**src/rtl/stdp_pkg.sv**
```systemverilog
// Shared types and constants for the STDP weight-update stage.
package stdp_pkg;

  typedef enum logic {
    IDLE,
    COLLECT
  } stdp_state_e;

  typedef enum logic [1:0] {
    NONE,
    CAPTURE,
    BACKOFF,
    SEARCH
  } stdp_case_e;

  // Fibonacci taps 16,14,13,11 mapped onto state bits 15,13,12,10.
  localparam logic [15:0] STDP_LFSR_TAPS = 16'hB400;

  function automatic stdp_case_e stdp_classify(input logic in_seen,
                                               input logic out_seen,
                                               input logic in_first);
    stdp_case_e kind;
    kind = NONE;
    if (in_seen && out_seen) kind = in_first ? CAPTURE : BACKOFF;
    else if (in_seen)        kind = SEARCH;
    else if (out_seen)       kind = BACKOFF;
    return kind;
  endfunction

endpackage

```
**src/rtl/stdp_lfsr16.sv**
```systemverilog
// Free-running 16-bit Fibonacci LFSR; the feedback bit enters at bit 0.
module stdp_lfsr16
  import stdp_pkg::*;
#(
  parameter logic [15:0] SEED = 16'hACE1
) (
  input  logic        clk,
  input  logic        rst,
  output logic [15:0] state
);

  // NOTE: sequential state uses non-blocking assignments so every flop samples pre-edge values.
  always_ff @(posedge clk or posedge rst) begin
    if (rst) state <= SEED;
    else     state <= {state[14:0], ^(state & STDP_LFSR_TAPS)};
  end

endmodule

```
**src/rtl/stdp_update_gen.sv**
```systemverilog
// STDP update stage: classifies each gamma frame and issues one inc/dec pulse to the weight counter.
// Define STDP_STOCHASTIC_EN to gate each pulse with an LFSR-driven probability threshold.
module stdp_update_gen
  import stdp_pkg::*;
#(
  parameter int unsigned WEIGHT_W  = 3,
  parameter int unsigned TIME_W    = 4,
  parameter logic [15:0] LFSR_SEED = 16'hACE1,
  parameter logic [7:0]  P_CAPTURE = 8'd255,
  parameter logic [7:0]  P_BACKOFF = 8'd255,
  parameter logic [7:0]  P_SEARCH  = 8'd16
) (
  input  logic                clk,
  input  logic                rst,
  input  logic                gamma,
  input  logic                learn_en,
  input  logic                in_spike,
  input  logic                out_spike,
  input  logic [WEIGHT_W-1:0] weight,
  output logic                inc,
  output logic                dec
);

  localparam logic [TIME_W-1:0] T_MAX = '1;

  stdp_state_e       state_q, state_d;
  stdp_case_e        kind;
  logic [TIME_W-1:0] tcnt, t_now, t_in, t_out;
  logic              in_seen, out_seen;
  logic [7:0]        thr, rnd;
  logic              fire, classify, inc_d, dec_d;

`ifdef STDP_STOCHASTIC_EN
  localparam bit STOCH = 1'b1;
  logic [15:0] lfsr;

  stdp_lfsr16 #(.SEED(LFSR_SEED)) u_lfsr (
    .clk   (clk),
    .rst   (rst),
    .state (lfsr)
  );

  assign rnd = lfsr[7:0];
`else
  localparam bit STOCH = 1'b0;
  assign rnd = 8'h00;
`endif

  always_ff @(posedge clk or posedge rst) begin
    if (rst) state_q <= IDLE;
    else     state_q <= state_d;
  end

  // NOTE: every always_comb output gets a default first so no latch is inferred.
  always_comb begin
    state_d = state_q;
    if (gamma) state_d = COLLECT;
  end

  // tcnt holds the intra-frame time of the current cycle; the gamma cycle itself is time 0.
  assign t_now = gamma ? '0 : tcnt;

  always_ff @(posedge clk or posedge rst) begin
    if (rst)                tcnt <= '0;
    else if (gamma)         tcnt <= TIME_W'(1);
    else if (tcnt != T_MAX) tcnt <= tcnt + 1'b1;
  end

  // A spike coincident with gamma opens the new frame rather than closing the old one.
  always_ff @(posedge clk or posedge rst) begin
    if (rst) begin
      in_seen  <= 1'b0;
      out_seen <= 1'b0;
      t_in     <= '0;
      t_out    <= '0;
    end else if (gamma) begin
      in_seen  <= in_spike;
      out_seen <= out_spike;
      t_in     <= '0;
      t_out    <= '0;
    end else if (state_q == COLLECT) begin
      if (in_spike && !in_seen) begin
        in_seen <= 1'b1;
        t_in    <= t_now;
      end
      if (out_spike && !out_seen) begin
        out_seen <= 1'b1;
        t_out    <= t_now;
      end
    end
  end

  assign kind = stdp_classify(in_seen, out_seen, t_in <= t_out);

  always_comb begin
    thr = 8'd0;
    unique case (kind)
      CAPTURE: thr = P_CAPTURE;
      BACKOFF: thr = P_BACKOFF;
      SEARCH:  thr = P_SEARCH;
      default: thr = 8'd0;
    endcase
  end

  assign fire     = !STOCH || (rnd < thr);
  assign classify = gamma && (state_q == COLLECT) && learn_en && fire;
  // Pulses the saturating counter would ignore are dropped here.
  assign inc_d    = classify && ((kind == CAPTURE) || (kind == SEARCH)) && (weight != '1);
  assign dec_d    = classify && (kind == BACKOFF) && (weight != '0);

  always_ff @(posedge clk or posedge rst) begin
    if (rst) begin
      inc <= 1'b0;
      dec <= 1'b0;
    end else begin
      inc <= inc_d;
      dec <= dec_d;
    end
  end

endmodule
```
**config.mk**
```make
export PLATFORM = sky130hd
export DESIGN_NAME = stdp_update_gen
export DESIGN_NICKNAME = d
export VERILOG_FILES = /design/src/rtl/stdp_pkg.sv /design/src/rtl/stdp_lfsr16.sv /design/src/rtl/stdp_update_gen.sv
export SDC_FILE = /design/constraint.sdc
export NUM_CORES = 1
export LEC_CHECK = 0
export ABC_AREA = 0
export CORE_MARGIN = 1.5
export CORE_UTILIZATION = 55
export CTS_BUF_LIST = sky130_fd_sc_hd__clkbuf_8
export CTS_CLUSTER_DIAMETER = 80
export DETAILED_ROUTE_END_ITERATION = 7
export PLACE_DENSITY = 0.82
export SYNTH_ARGS = -nofsm -noshare
export SYNTH_HDL_FRONTEND = slang
export SYNTH_HIERARCHICAL = 1
export SYNTH_SLANG_ARGS = --single-unit
```
**constraint.sdc**
```tcl
create_clock -name clk -period 1.5 [get_ports clk]
set_clock_uncertainty 0.05 [all_clocks]
set_input_delay 0.45 -clock clk [delete_from_list [all_inputs] [get_ports clk]]
set_output_delay 0.45 -clock clk [all_outputs]
set_load 0.02 [all_outputs]
```
==> impl_metrics.py <==
metrics = {
    "outcome": {
        "outcome": "complete, no violations",
    },
    "power": {
        "leakage_nw": 0.5349,
        "total_power_mw": 0.9898,
        "vdd_drop_max_mv": 0.6424,
        "power.density_nw_per_um2": 982.7,
    },
    "floorplan": {
        "ioPinCount": 11,
        "start_util": 0.6061,
        "die_y_um": 41.57,
        "core-area_um2": 1350,
        "die_area_um2": 1728,
        "fp.dieW_um": 41.57,
        "row_count": 13,
    },
    "finish": {
        "final_area_um2": 1007,
        "area_growth_pct": 23.09,
        "finalNetCount": 111,
        "fillers": 102,
        "antenna_cells": 0,
        "final_core_util": 0.7461,
        "drive_above_1_share": 0.1042,
    },
    "worst_setup_path": {
        "cp_cell_sequence": "dlygate4sd2_1",
        "slowest_stage": "dfrtp_1",
        "critPathKind": "flop to primary output",
        "crit_fanout": 1,
        "r2r_slack_ps": 140,
        "critPathTopFamily": "flip-flops",
        "cp.required_ps": 1000,
        "r2r-end": "dec",
        "crit_start": "inc",
        "crit_arrival_ps": 920,
        "reg2reg_depth": 4,
        "r2r_start": "t_in[3]",
        "worstSetupEndpointType": "primary output",
        "start_kind": "flop",
        "max_stage_delay_ps": 360,
        "cp_num_buf_inv": 1,
    },
    "clock_tree": {
        "cts_post_setup_buffers_inserted": 0,
        "clock_path_buffers": 2,
        "postCtsHoldBufs": 0,
        "root_buffer": "clkbuf_8",
        "clock_sinks": 17,
        "insertion_delay_ps": 250,
        "h-tree-depth": 1,
        "cts_made_buffers": 3,
        "path_clk_slew_ps": 70,
        "cts_tree": "done",
    },
    "sta": {
        "timing.fmax_ghz": 0.7019,
        "period_share": 0.9498,
        "rsz0062_at_grt": "false",
        "final_max_slew_viol_count": 0,
        "period_needed_ps": 1425,
        "timing.final.ws_setup_ps": 75.26,
        "setup_viol_count_final": 0,
        "maxSlewHeadroom": 0.8051,
        "hold_viol_final": 0,
        "worst_slew_pin_slew_ps": 291.5,
    },
    "place": {
        "place_area_um2": 963.4,
        "place.gp.congestion": 0.7663,
        "pre_cts_ws_ps": -145.8,
        "port_buffers": 10,
        "hpwl_mm": 1.175,
    },
    "yosys": {
        "yosysSeqAreaShare": 0.5199,
        "syn_area_per_cell_um2": 10.36,
        "synth_edf_count": 0,
        "synth_top_family_by_area": "simple AND/OR/NAND/NOR gates",
        "synth_compound_area_frac": 0.09021,
        "synth_area_leaders": "dfrtp_1 52%, mux2i_1 11%, ha_1 7.6%, nor2_1 6.0%, inv_1 3.7%",
        "synth_warnings": 6,
        "synth_flop_cell": "dfrtp_1",
        "async_flop_share": 1.000,
        "synth-simple-area-share": 0.1514,
        "synth_seq_cells": 17,
        "yosys.area.top_type": "dfrtp_1",
        "synth_nets": 93,
        "synthMuxAreaShare": 0.1101,
        "synth_cell_types": 21,
        "synthCells": 79,
        "synth_top_area_frac": 0.5199,
        "synthAdderAreaFrac": 0.07645,
        "synth-xor-area-share": 0.01070,
        "syn_area_um2": 818.3,
    },
    "route": {
        "drtPass1Iterations": 4,
        "wl_mm": 1.603,
        "drtIter0Drc": 27,
        "wl_per_cell_um": 14.44,
        "vias": 634,
        "drtAntennaViolNets": 0,
        "drc": 0,
        "drt-vias-per-instance": 5.712,
    },
    "min_path": {
        "hp-class": "input pin to asynchronous set/reset pin",
    },
    "grt": {
        "grt_pass1_wl_mm": 2.718,
        "grt_antenna_before_repair": 0,
        "first_global_vias": 649,
        "grt_overflow": 0,
        "grt_max_degree": 18,
        "grt_use_total": 0.2046,
    },
    "run": {
        "maxCapViolations": 0,
    },
}
==> worst max-delay path by stage <==
stage | endpoint | slack, ps | cells past startpoint
finish | inc | 80 | 1
global route | dec | 50 | 4
CTS | inc | 70 | 1
detailed placement | t_in[3] | -150 | 4
global placement | t_in[0] | -120 | 4
floorplan | dec | 270 | 4
==> cells by family after synthesis <==
family	count (synthesis)
AND/OR/NAND/NOR	27
flip-flops	17
AO/OA/AOI/OAI	11
buffers and inverters	9
multiplexers	9
adder cells (fa/ha/maj)	5
XOR/XNOR	1
==> flip-flops by register name, summed over array words and instances, names as in the netlist <==
name / flops
out_seen: 1
t_out: 4
dec: 1
state_q: 1
t_in: 4
in_seen: 1
inc: 1
tcnt: 4
==> final cells by class <==
type	count	area, µm²	share of cell area
Sequential cell	17	425.4	0.4224
Multi-Input combinational cell	53	359.1	0.3565
Timing Repair Buffer	14	127.6	0.1267
Clock buffer	3	41.29	0.04099
Inverter	8	30.03	0.02981
Tap cell	15	18.77	0.01863
Clock inverter	1	5.005	0.004969
==> per-stage QoR <==
step	hold WS (ps)	setup TNS (ps)	std cells
6_report	464.9	0	111
5_1_grt	498.0	0	111
4_1_cts	475.4	0	111
3_5_place_dp	472.2	-1044	107
3_3_place_gp	456.7	-773.7	107
2_1_floorplan	326.1	0	79
==> cell usage after synthesis, drive strengths merged (2+ instances only) <==
library cell / n
a21oi: 3
a22o: 2
a31oi: 2
dfrtp: 17
ha: 5
inv: 8
mux2i: 9
nand2: 4
nand3: 5
nor2: 13
==> power breakdown <==
| group | switching [mW] | leakage [nW] | internal [mW] |
|---|---|---|---|
| clock network | 0.158 | 0.0255 | 0.184 |
| logic | 0.0685 | 0.291 | 0.0704 |
| registers | 0.0271 | 0.219 | 0.482 |
==> layer usage <==
layer  wire, µm  global-route usage  vias to the layer above
met1        678              0.2514                      307
met4         26              0.1032                        0
li1           -                   -                      306
met3         59             0.02609                        4
met2        838              0.3500                       17
met5          0                   0                        -
==> timing repair <==
item / in CTS / in global routing
resized for setup: 2 / 0
hold endpoints to repair: 0 / 0
endpoints found under the setup margin: 2 / 0
==> layout by cell type, fill, tap and decap left out, types with 2 or more instances in the layout <==
cell             count
dfrtp_1             17
nor2_1              13
mux2i_1              9
inv_1                8
clkdlybuf4s50_1      8
nand3_1              5
ha_1                 5
nand2_1              4
buf_4                4
a21oi_1              3
clkbuf_8             3
a22o_1               2
a31oi_1              2
dlygate4sd2_1        2
Note: power is estimated with default switching activity, not from simulation.
